$ cat src/rtl/rf_ctrl.sv
// rf_ctrl: single-outstanding request/response front end for a register file
// with a registered read port.
//
// Optional build macro RF_CTRL_ADDR_CHK_EN: when defined, requests whose
// address is at or above MEM_DPTH are answered with rsp_err=1 and never reach
// the register file. Without it every address is forwarded and rsp_err stays 0.
//
// state | meaning
// ------+----------------------------------------------------------------
// IDLE  | ready for a request (req_ready=1)
// WRITE | one-cycle write strobe to the register file
// READ  | one-cycle read strobe; register file registers data at the next edge
// CAPT  | register-file read data is loaded into rsp_rdata
// RESP  | response presented, held until rsp_ready
module rf_ctrl #(
  parameter int ADDR_WDTH = 3,
  parameter int DATA_WDTH = 16,
  parameter int MEM_DPTH  = 8
) (
  input  logic                 CLK,
  input  logic                 RST,
  input  logic                 req_valid,
  output logic                 req_ready,
  input  logic                 req_wr,
  input  logic [ADDR_WDTH-1:0] req_addr,
  input  logic [DATA_WDTH-1:0] req_wdata,
  output logic                 rsp_valid,
  input  logic                 rsp_ready,
  output logic [DATA_WDTH-1:0] rsp_rdata,
  output logic                 rsp_err,
  output logic                 rf_WrEn,
  output logic                 rf_RdEn,
  output logic [ADDR_WDTH-1:0] rf_Address,
  output logic [DATA_WDTH-1:0] rf_WrData,
  input  logic [DATA_WDTH-1:0] rf_RdData,
  output logic [7:0]           txn_cnt
);

  typedef enum logic [2:0] {
    IDLE  = 3'd0,
    WRITE = 3'd1,
    READ  = 3'd2,
    CAPT  = 3'd3,
    RESP  = 3'd4
  } state_t;

`ifdef RF_CTRL_ADDR_CHK_EN
  localparam logic LP_CHK_EN = 1'b1;
`else
  localparam logic LP_CHK_EN = 1'b0;
`endif

  // One extra bit so MEM_DPTH == 2**ADDR_WDTH is representable.
  localparam int                 LP_DPTH_INT = MEM_DPTH;
  localparam logic [ADDR_WDTH:0] LP_DPTH     = LP_DPTH_INT[ADDR_WDTH:0];

  state_t                 r_state;
  state_t                 w_nxt_state;
  logic [ADDR_WDTH-1:0]   r_addr;
  logic [DATA_WDTH-1:0]   r_wdata;
  logic [DATA_WDTH-1:0]   r_rdata;
  logic                   r_err;
  logic [7:0]             r_cnt;
  logic                   w_accept;
  logic                   w_addr_bad;
  logic                   w_rsp_done;
  logic                   w_wr_en;
  logic                   w_rd_en;
  logic                   w_rsp_valid;

  // Ready is gated by RST so nothing is offered while reset is held.
  assign req_ready  = (r_state == IDLE) & RST;
  assign w_accept   = req_valid & req_ready;
  assign w_addr_bad = LP_CHK_EN & ({1'b0, req_addr} >= LP_DPTH);
  assign w_rsp_done = (r_state == RESP) & rsp_ready;

  assign rsp_valid  = w_rsp_valid;
  assign rsp_rdata  = r_rdata;
  assign rsp_err    = r_err;
  assign rf_WrEn    = w_wr_en;
  assign rf_RdEn    = w_rd_en;
  assign rf_Address = r_addr;
  assign rf_WrData  = r_wdata;
  assign txn_cnt    = r_cnt;

  // State register; reset aborts any transaction in flight.
  always_ff @(posedge CLK or negedge RST) begin
    if (!RST) r_state <= IDLE;
    else      r_state <= w_nxt_state;
  end

  // Next-state and strobe decode; strobes are pure state decodes so they
  // drop the instant reset forces IDLE.
  always_comb begin
    w_nxt_state = r_state;
    w_wr_en     = 1'b0;
    w_rd_en     = 1'b0;
    w_rsp_valid = 1'b0;
    case (r_state)
      IDLE: begin
        if (w_accept) begin
          if (w_addr_bad)  w_nxt_state = RESP;
          else if (req_wr) w_nxt_state = WRITE;
          else             w_nxt_state = READ;
        end
      end
      WRITE: begin
        w_wr_en     = 1'b1;
        w_nxt_state = RESP;
      end
      READ: begin
        w_rd_en     = 1'b1;
        w_nxt_state = CAPT;
      end
      CAPT: begin
        w_nxt_state = RESP;
      end
      RESP: begin
        w_rsp_valid = 1'b1;
        if (rsp_ready) w_nxt_state = IDLE;
      end
      default: w_nxt_state = IDLE;
    endcase
  end

  // Request capture, response data/error and completed-transaction counter.
  always_ff @(posedge CLK or negedge RST) begin
    if (!RST) begin
      r_addr  <= '0;
      r_wdata <= '0;
      r_rdata <= '0;
      r_err   <= 1'b0;
      r_cnt   <= 8'd0;
    end else begin
      if (w_accept) begin
        r_addr  <= req_addr;
        r_wdata <= req_wdata;
        r_rdata <= '0;
        r_err   <= w_addr_bad;
      end
      if (r_state == CAPT) r_rdata <= rf_RdData;
      if (w_rsp_done)      r_cnt   <= r_cnt + 8'd1;
    end
  end

endmodule

$ cat config.mk
export PLATFORM = sky130hd
export DESIGN_NAME = rf_ctrl
export DESIGN_NICKNAME = d
export VERILOG_FILES = /design/src/rtl/rf_ctrl.sv
export SDC_FILE = /design/constraint.sdc
export NUM_CORES = 1
export LEC_CHECK = 0
export CAP_MARGIN = 20
export CORE_ASPECT_RATIO = 0.75
export CORE_UTILIZATION = 32
export DETAILED_ROUTE_END_ITERATION = 10
export REMOVE_ABC_BUFFERS = 1
export SYNTH_ARGS = -nofsm -noshare
export SYNTH_HDL_FRONTEND = slang
export SYNTH_SLANG_ARGS = --single-unit
$ cat constraint.sdc
create_clock -name CLK -period 2.2 [get_ports CLK]
set_clock_uncertainty 0.1 [all_clocks]
set_input_delay 0.44 -clock CLK [delete_from_list [all_inputs] [get_ports CLK]]
set_output_delay 0.44 -clock CLK [all_outputs]
set_load 0.01 [all_outputs]
=== Word-level counts from Yosys, hierarchy flattened ===
Index checks and enable logic that the tools add are counted.

* Flip-flop bits (word level): 46
* Bits of input ports: 40
* Output and inout bits: 48
* Word-level logic and storage cells: 28

* $add $sub $neg: 1
* Equal/unequal tests: 6
* Multiplexer cells: 9
* Bitwise operators: 3
* Reductions and logical operators: 4

{| class="wikitable"
|+ Operator list
! operator !! count
|-
| $mux 16 || 2
|-
| $pmux 3 s4 || 1
|-
| $add 8x1->8 const B || 1
|-
| $eq 3x2->1 const B || 2
|-
| $mux 3 || 2
|-
| $ne 2x2->1 const B || 2
|-
| $and 1x1->1 || 3
|-
| $eq 3x1->1 const B || 1
|-
| $eq 3x3->1 const B || 1
|-
| $logic_not 3->1 || 1
|-
| $mux 1 || 3
|-
| $mux 2 || 1
|-
| $reduce_and 2->1 || 1
|-
| $reduce_bool 2->1 || 1
|-
| $reduce_or 2->1 || 1
|}

=== Depth between registers and ports, before layout ===
Gate-level depths: netlist of the first run.

* Depth in word-level cells: 5
* Mapped depth: 6
* Mapped depth without buffers: 4

=== Worst setup path after synthesis of the first run ===
No wires, ideal clock.

* Path kind: reg2reg
* From: register r_state[2]
* To: register r_wdata[10], in the netlist rf_WrData[10]
* Arrival: 1.491 ns
* Data required time: 1.975 ns
* Path slack: 0.484 ns
* Cell stages (with the launch flop): 5
* Period minus slack after synthesis: 1.716 ns
* Cells stage by stage: dfrtp_1 buf_6 nor4_4 buf_6 mux2_4

* Word-level cells in the longest chain between the ends: 3

{| class="wikitable"
|+ Ends and longest elaborated chain
! what !! line !! source
|-
| start: declaration || 57 || <nowiki>state_t r_state;</nowiki>
|-
| start signal: assignment || 89 || <nowiki>else r_state <= w_nxt_state;</nowiki>
|-
| $logic_not 3->1 || 72 || <nowiki>assign req_ready = (r_state == IDLE) & RST;</nowiki>
|-
| $and 1x1->1 || 72 ||
|-
| $and 1x1->1 || 73 || <nowiki>assign w_accept = req_valid & req_ready;</nowiki>
|-
| end signal: assignment || 137 || <nowiki>r_wdata <= req_wdata;</nowiki>
|-
| end: declaration || 60 || <nowiki>logic [DATA_WDTH-1:0] r_wdata;</nowiki>
|}

Every way passes these cells.
A chain may end at the register's enable or synchronous reset.

=== Worst setup path in the final report of the first run ===
* From: register r_state[2]
* To: output port rf_RdEn

* Word-level cells in the longest chain between the ends: 2

{| class="wikitable"
|+ Ends and longest elaborated chain
! what !! line !! source
|-
| $eq 3x2->1 || 99 || <nowiki>case (r_state)</nowiki>
|-
| $mux 1 || 99 ||
|-
| end: declaration || 32 || <nowiki>output logic rf_RdEn,</nowiki>
|}

Every way passes these cells.

==> run summary, run 1 <==
==================================================================================================
Combined flip-flop and latch cell area ..............................................     1150 um2
Tcrit/Tclk final ....................................................................        96.5%
Worst slew margin relative to its limit .............................................        57.4%
Max-cap violations ..................................................................            0
Worst path slowest cell ............................................................. clkdlybuf4s50_1
GRT Residual Overflow ...............................................................            0
Startpoint of the worst setup timing path ...........................................   r_state[2]
Total iterations of the first detailed-routing run ..................................            4
Unrepaired setup endpoints after global routing .....................................        false
Initial antenna violation count .....................................................            0
Maximum number of pins on one net before global-route repair ........................           48
Power per cell area .................................................................  1240 nW/um2
Maximum buffer depth of the clock tree ..............................................            2
Leak ................................................................................   0.00125 uW
Number of setup violations in the final report ......................................            0
Crit Path Category .................................................................. register to output port
DRT Wirelength ......................................................................      4250 um
Starting Density ....................................................................        33.4%
Antenna diode instance count ........................................................            0
Timing-limited maximum frequency ....................................................      471 MHz
Clock transition time at the flip-flop clock pins of the worst setup and hold paths .      0.08 ns
WL/cell .............................................................................      12.9 um
Final standard cell area without fillers ............................................     2950 um2
Number of enable flip-flop cells after synthesis ....................................            0
Critical path endpoint category .....................................................  output port
Area of the mapped netlist ..........................................................     1960 um2
Source-to-sink clock delay at the later pin of the worst-skew pair ..................      0.29 ns
CP peak stage delay .................................................................      0.53 ns
Buffer type at the clock tree root ..................................................     clkbuf_8
Crit path capture ...................................................................      rf_RdEn
Mean cell area of the mapped netlist ................................................     11.9 um2
Buffering stage count on the worst path with inverters included .....................            1
Kind of cell adding the most delay to the critical path ............................. buffers and inverters
Post-cts repair resize count ........................................................            3
Worst R2R Path Depth ................................................................            4
Fraction of layout cells with a size suffix above 1 .................................        12.7%
Endpoint arrival time on the critical path ..........................................      1.58 ns
Time the final worst path needs with I/O delays and setup ...........................      2.12 ns
Post-DP Area ........................................................................     2870 um2
Post-synthesis sequential element count .............................................           46
Syn. warnings .......................................................................            0
Post-route DRC violation count ......................................................            0
Largest vdd supply drop .............................................................     0.481 mV
Hold violation total from the final report ..........................................            0
Final net count .....................................................................          292
Number of sinks handled by clock tree synthesis .....................................           46
Path type of the worst min-delay path ............................................... input port to asynchronous set/reset pin
Die width ...........................................................................      92.3 um
Avg Vias per Cell ...................................................................         4.46
Max Transition Viols Final ..........................................................            0
Footprint of the multi-input gates ..................................................      721 um2
GRT Total Usage .....................................................................        14.2%
Share of synthesized registers carrying an async set or reset .......................         100%
Run status .......................................................................... finished clean
CTS Buf Count .......................................................................            5
Commonest register cell after synthesis .............................................      dfrtp_1
Post-synthesis sequential area ratio ................................................        58.9%
Req. time, crit path ................................................................      1.66 ns
Total Die Area ......................................................................     6430 um2
Number of instances in the synthesized netlist ......................................          165
Dpl hpwl ............................................................................      2880 um
Core Footprint ......................................................................     5860 um2
Highest-utilization routing layer at the global route stage .........................         met1
Detailed-route via count ............................................................         1468
Worst path depth ....................................................................            3
Antenna Nets Post-Route .............................................................            0
Startpoint types ....................................................................     register
Global-route track usage on met3 ....................................................        5.70%
Area growth, synth to finish ........................................................        50.8%
# H-tree levels .....................................................................            2
Top fanout value on the critical path ...............................................           10
Die H ...............................................................................      69.7 um
Iter 0 DRT Violations ...............................................................           38
Count of boundary I/O pins ..........................................................           88
Setup bufs post-CTS .................................................................            0
Yosys cell types ....................................................................           31
Total Negative Setup Slacks .........................................................         0 ns
Met1 routing resource usage after global routing ....................................        20.7%
Filler Cells Inserted ...............................................................          566
Count of standard-cell rows .........................................................           24
Slack of the worst reg-to-reg path ..................................................      0.46 ns
Worst reg2reg startpoint ............................................................   r_state[1]
Via count of the first global-routing pass ..........................................         1425
Transition time of the tightest slew-check pin ......................................     0.638 ns
Worst reg2reg path endpoint .........................................................   txn_cnt[7]
TritonCTS clock tree ................................................................          yes
Final RePlAce weighted congestion ...................................................        0.706
First-pass GRT wire length ..........................................................      7090 um
Met2 global-route usage .............................................................        18.7%
Critical path, cell by cell ......................................................... nor2_1 > and2_1 > clkdlybuf4s50_1
Number of buffers added on ports ....................................................           86
Hold-fix buffers, CTS ...............................................................            0
==================================================================================================
[per-stage QoR]
stage	instances	util, %	hold slack [ns]	total power (uW)	worst slack (ns)
global placement	322	49.0	0.362	3200	0.137
finish	329	50.4	0.198	3660	0.0759
detailed placement	322	49.0	0.362	3210	0.121
global route	329	50.4	0.240	3900	0.0000637
CTS	329	50.4	0.206	3710	0.0546
floorplan	154	-	0.0444	2200	-0.141
[logic make-up after synthesis]
kind of cell               synth area share, %
AOI/OAI and AO/OA                         5.05
adders and majority gates                0.640
muxes                                     12.9
buffers and inverters                     4.29
DFF                                       58.9
xor gates and xnor gates                  3.14
other                                    0.192
and+or+nand+nor                           15.0
[synth_stat cells (all sizes together) (2+ instances only)]
cell type	n	area share (%)
nand2	40	7.7
mux2	19	13
nand3	2	0.51
dfrtp	46	59
o21ai	17	4.4
clkbuf	3	0.64
buf	8	3.5
nor3	3	0.77
nor4	2	1.7
xnor2	3	1.3
nor2	5	0.96
xor2	4	1.8
[cell usage in the layout (no fill, tap or decap)]
cell type        synthesis  final
nand4_1                  1      1
buf_2                    3      1
nor4_2                   1      1
nor2_1                   5      5
inv_1                    1      1
xor2_1                   4      4
clkbuf_1                 2      2
nand2b_1                 1      1
nor4bb_1                 1      1
nand4bb_1                1      1
nor4_4                   1      1
dfrtp_1                 46     44
and2_1                   1      1
nand3b_1                 1      1
dlygate4sd2_1            0      1
buf_12                   0      1
nor3_1                   3      3
and3b_1                  1      1
o21ai_0                 17     17
dfrtp_2                  0      2
nand3_1                  2      2
buf_4                    1      3
o21a_1                   1      1
clkdlybuf4s50_1          0     84
mux2_1                   1      1
mux2_4                  10     10
nand2_1                 40     40
nor4b_1                  1      1
conb_1                   1      1
xnor2_1                  3      3
ha_1                     1      1
clkbuf_8                 0      5
mux2_2                   8      8
a31oi_1                  1      1
[final cells by class]
cell class              count  share of cell area, %
multi-input cells         107                   24.4
well taps                  78                   3.31
clock buffers               7                   2.59
repair buffers             90                   30.4
inverters                   1                  0.127
flip-flops and latches     46                   39.1
[worst min-delay path by stage]
stage	endpoint	slack (ns)	startpoint	cells after the start
4_1_cts	r_state[1]	0.21	RST	2
6_report	r_state[1]	0.20	RST	2
3_3_place_gp	txn_cnt[7]	0.36	txn_cnt[7]	1
5_1_grt	r_state[1]	0.24	RST	2
3_5_place_dp	txn_cnt[7]	0.36	txn_cnt[7]	1
2_1_floorplan	r_state[0]	0.04	RST	0
[registers in the layout, summed over array words and instances, names as in the netlist]
name and count:
rf_WrData 16, rsp_rdata 16, txn_cnt 8, r_state 3, rf_Address 3
[per-layer routing]
| layer | wire length (um) | vias to the layer above |
|---|---|---|
| li1 | - | 713 |
| met1 | 2090 | 699 |
| met2 | 1740 | 51 |
| met3 | 373 | 5 |
| met4 | 42 | 0 |
| met5 | 0 | - |
[report_power, final]
part / internal (uW) / leakage, uW / switching, uW
combinational: 1060 / 0.000624 / 633
sequential: 1220 / 0.000586 / 270
clock: 219 / 0.0000383 / 253
Note: power is estimated with default switching activity, not from simulation.
==> run 2: changes to the inputs <==
CORE_UTILIZATION = 40   (was 32)
PLACE_DENSITY = 0.77   (was default)
==> run summary, run 2 (synthesized netlist as in run 1, its figures left out) <==
==================================================================================================
GRT Residual Overflow ...............................................................            0
Leak ................................................................................   0.00132 uW
Req. time, crit path ................................................................      1.66 ns
Maximum number of pins on one net before global-route repair ........................           48
Transition time of the tightest slew-check pin ......................................     0.615 ns
Slack of the worst reg-to-reg path ..................................................      0.50 ns
Worst slew margin relative to its limit .............................................        58.9%
GRT Total Usage .....................................................................        18.6%
Clock transition time at the flip-flop clock pins of the worst setup and hold paths .      0.09 ns
Max-cap violations ..................................................................            0
TritonCTS clock tree ................................................................          yes
First-pass GRT wire length ..........................................................      7330 um
Power per cell area .................................................................  1270 nW/um2
Buffer type at the clock tree root ..................................................     clkbuf_8
Number of buffers added on ports ....................................................           86
Final RePlAce weighted congestion ...................................................        0.778
Commonest cells after routing, fill and taps aside .................................. clkdlybuf4s50_1, dfrtp_1, nand2_1
Number of setup violations in the final report ......................................            0
Run status .......................................................................... finished clean
Number of sinks handled by clock tree synthesis .....................................           46
Commonest non-fill, non-tap cell in the layout ...................................... clkdlybuf4s50_1
Tcrit/Tclk final ....................................................................        95.8%
Detailed-route via count ............................................................         1507
Final net count .....................................................................          297
Total Negative Setup Slacks .........................................................         0 ns
Startpoint of the worst setup timing path ...........................................   r_state[2]
Unrepaired setup endpoints after global routing .....................................        false
Die width ...........................................................................      82.7 um
Util after Layout ...................................................................        65.6%
Antenna diode instance count ........................................................            0
Largest vdd supply drop .............................................................     0.695 mV
DRT Wirelength ......................................................................      4460 um
Critical path endpoint category .....................................................  output port
Area growth, synth to finish ........................................................        53.4%
Startpoint types ....................................................................     register
Source-to-sink clock delay at the later pin of the worst-skew pair ..................      0.28 ns
# H-tree levels .....................................................................            2
Antenna Nets Post-Route .............................................................            0
Max Transition Viols Final ..........................................................            0
Starting Density ....................................................................        42.8%
Total Die Area ......................................................................     5180 um2
Count of standard-cell rows .........................................................           21
Post-route DRC violation count ......................................................            0
Total iterations of the first detailed-routing run ..................................            4
Timing-limited maximum frequency ....................................................      475 MHz
Path type of the worst min-delay path ............................................... input port to asynchronous set/reset pin
Critical path, cell by cell ......................................................... nand2b_1 > nor2_1 > clkdlybuf4s50_1
Worst reg2reg startpoint ............................................................   r_state[0]
Maximum buffer depth of the clock tree ..............................................            2
Crit Path Category .................................................................. register to output port
WL/cell .............................................................................      14.2 um
Endpoint arrival time on the critical path ..........................................      1.57 ns
Count of boundary I/O pins ..........................................................           88
Worst reg2reg path endpoint ......................................................... rf_Address[0]
Time the final worst path needs with I/O delays and setup ...........................      2.11 ns
CTS Buf Count .......................................................................            5
Power, Total ........................................................................      3810 uW
Top fanout value on the critical path ...............................................           10
CP peak stage delay .................................................................      0.54 ns
Die H ...............................................................................      62.6 um
Hold-fix buffers, CTS ...............................................................            0
Worst path slowest cell ............................................................. clkdlybuf4s50_1
Dpl hpwl ............................................................................      3270 um
Core Footprint ......................................................................     4570 um2
Via count of the first global-routing pass ..........................................         1514
Worst R2R Path Depth ................................................................            4
Hold violation total from the final report ..........................................            0
Fraction of layout cells with a size suffix above 1 .................................        16.0%
Initial antenna violation count .....................................................            0
Avg Vias per Cell ...................................................................         4.80
Iter 0 DRT Violations ...............................................................          100
==================================================================================================
[run 2: changes by cell type in the layout (fill, tap and decap cells not counted), sizes merged]
cell           delta
clkdlybuf4s50     -2
buf               +5
clkinv            +1
dlymetal6s2s      +2
[run 2: layer usage]
| layer | global-route usage [%] | part of all wire (%) | vias to the layer above |
|---|---|---|---|
| met4 | 2.59 | 0 | 0 |
| li1 | - | - | 724 |
| met5 | 0 | 0 | - |
| met2 | 31.1 | 49 | 50 |
| met3 | 3.80 | 6.0 | 0 |
| met1 | 25.3 | 45 | 733 |
[run 2: worst max-delay path, delay by kind of cell, from the launching register on]
| kind | cells | cell delay, ns |
|---|---|---|
| buffers and inverters | 1 | 0.54 |
| flip-flops | 1 | 0.49 |
| AND/OR/NAND/NOR | 2 | 0.27 |
[run 2: per-stage QoR]
step                instance area (um2)  cells  worst slack, ns  hold WS [ns]
floorplan                          1880    154           -0.141        0.0444
global placement                   2870    304            0.157         0.360
detailed placement                 2870    304            0.118         0.369
CTS                                2990    313           0.0105         0.202
global route                       3000    314           0.0291         0.225
finish                             3000    314           0.0926         0.175
[run 2: layout make-up]
class                      instances  area, um2
fill                             388       1570
sequential                        46       1150
timing repair buffer              95        940
multi-input combinational        107        727
clock buffer                       7       96.3
tap                               57       71.3
clock inverter                     1       8.76
inverter                           1       3.75
[run 2: timing repair]
item / in CTS / in global routing
endpoints found under the hold margin: 0 / 0
gates resized for setup: 3 / 3
buffers inserted: 1 / 1
endpoints found under the setup margin: 2 / 2
[run 2: power breakdown]
part           internal, uW  switching [uW]
logic                  1100             662
registers              1220             267
clock network           288             271
[run 2: worst max path at each step]
stage | slack [ns] | end | cells past startpoint
after global placement | 0.16 | rf_Address[0] | 5
after floorplan | -0.14 | rf_Address[0] | 2
after CTS | 0.01 | rf_RdEn | 4
after detailed placement | 0.12 | rf_Address[0] | 5
final | 0.09 | rf_WrEn | 3
after global routing | 0.03 | rf_WrEn | 3
==> run 3: changes to the inputs <==
CTS_BUF_LIST = sky130_fd_sc_hd__clkbuf_4 sky130_fd_sc_hd__clkbuf_8 sky130_fd_sc_hd__clkbuf_16   (was default)
==> results of run 3 <==
Final layout, timing and power as in run 2 (identical DEF).
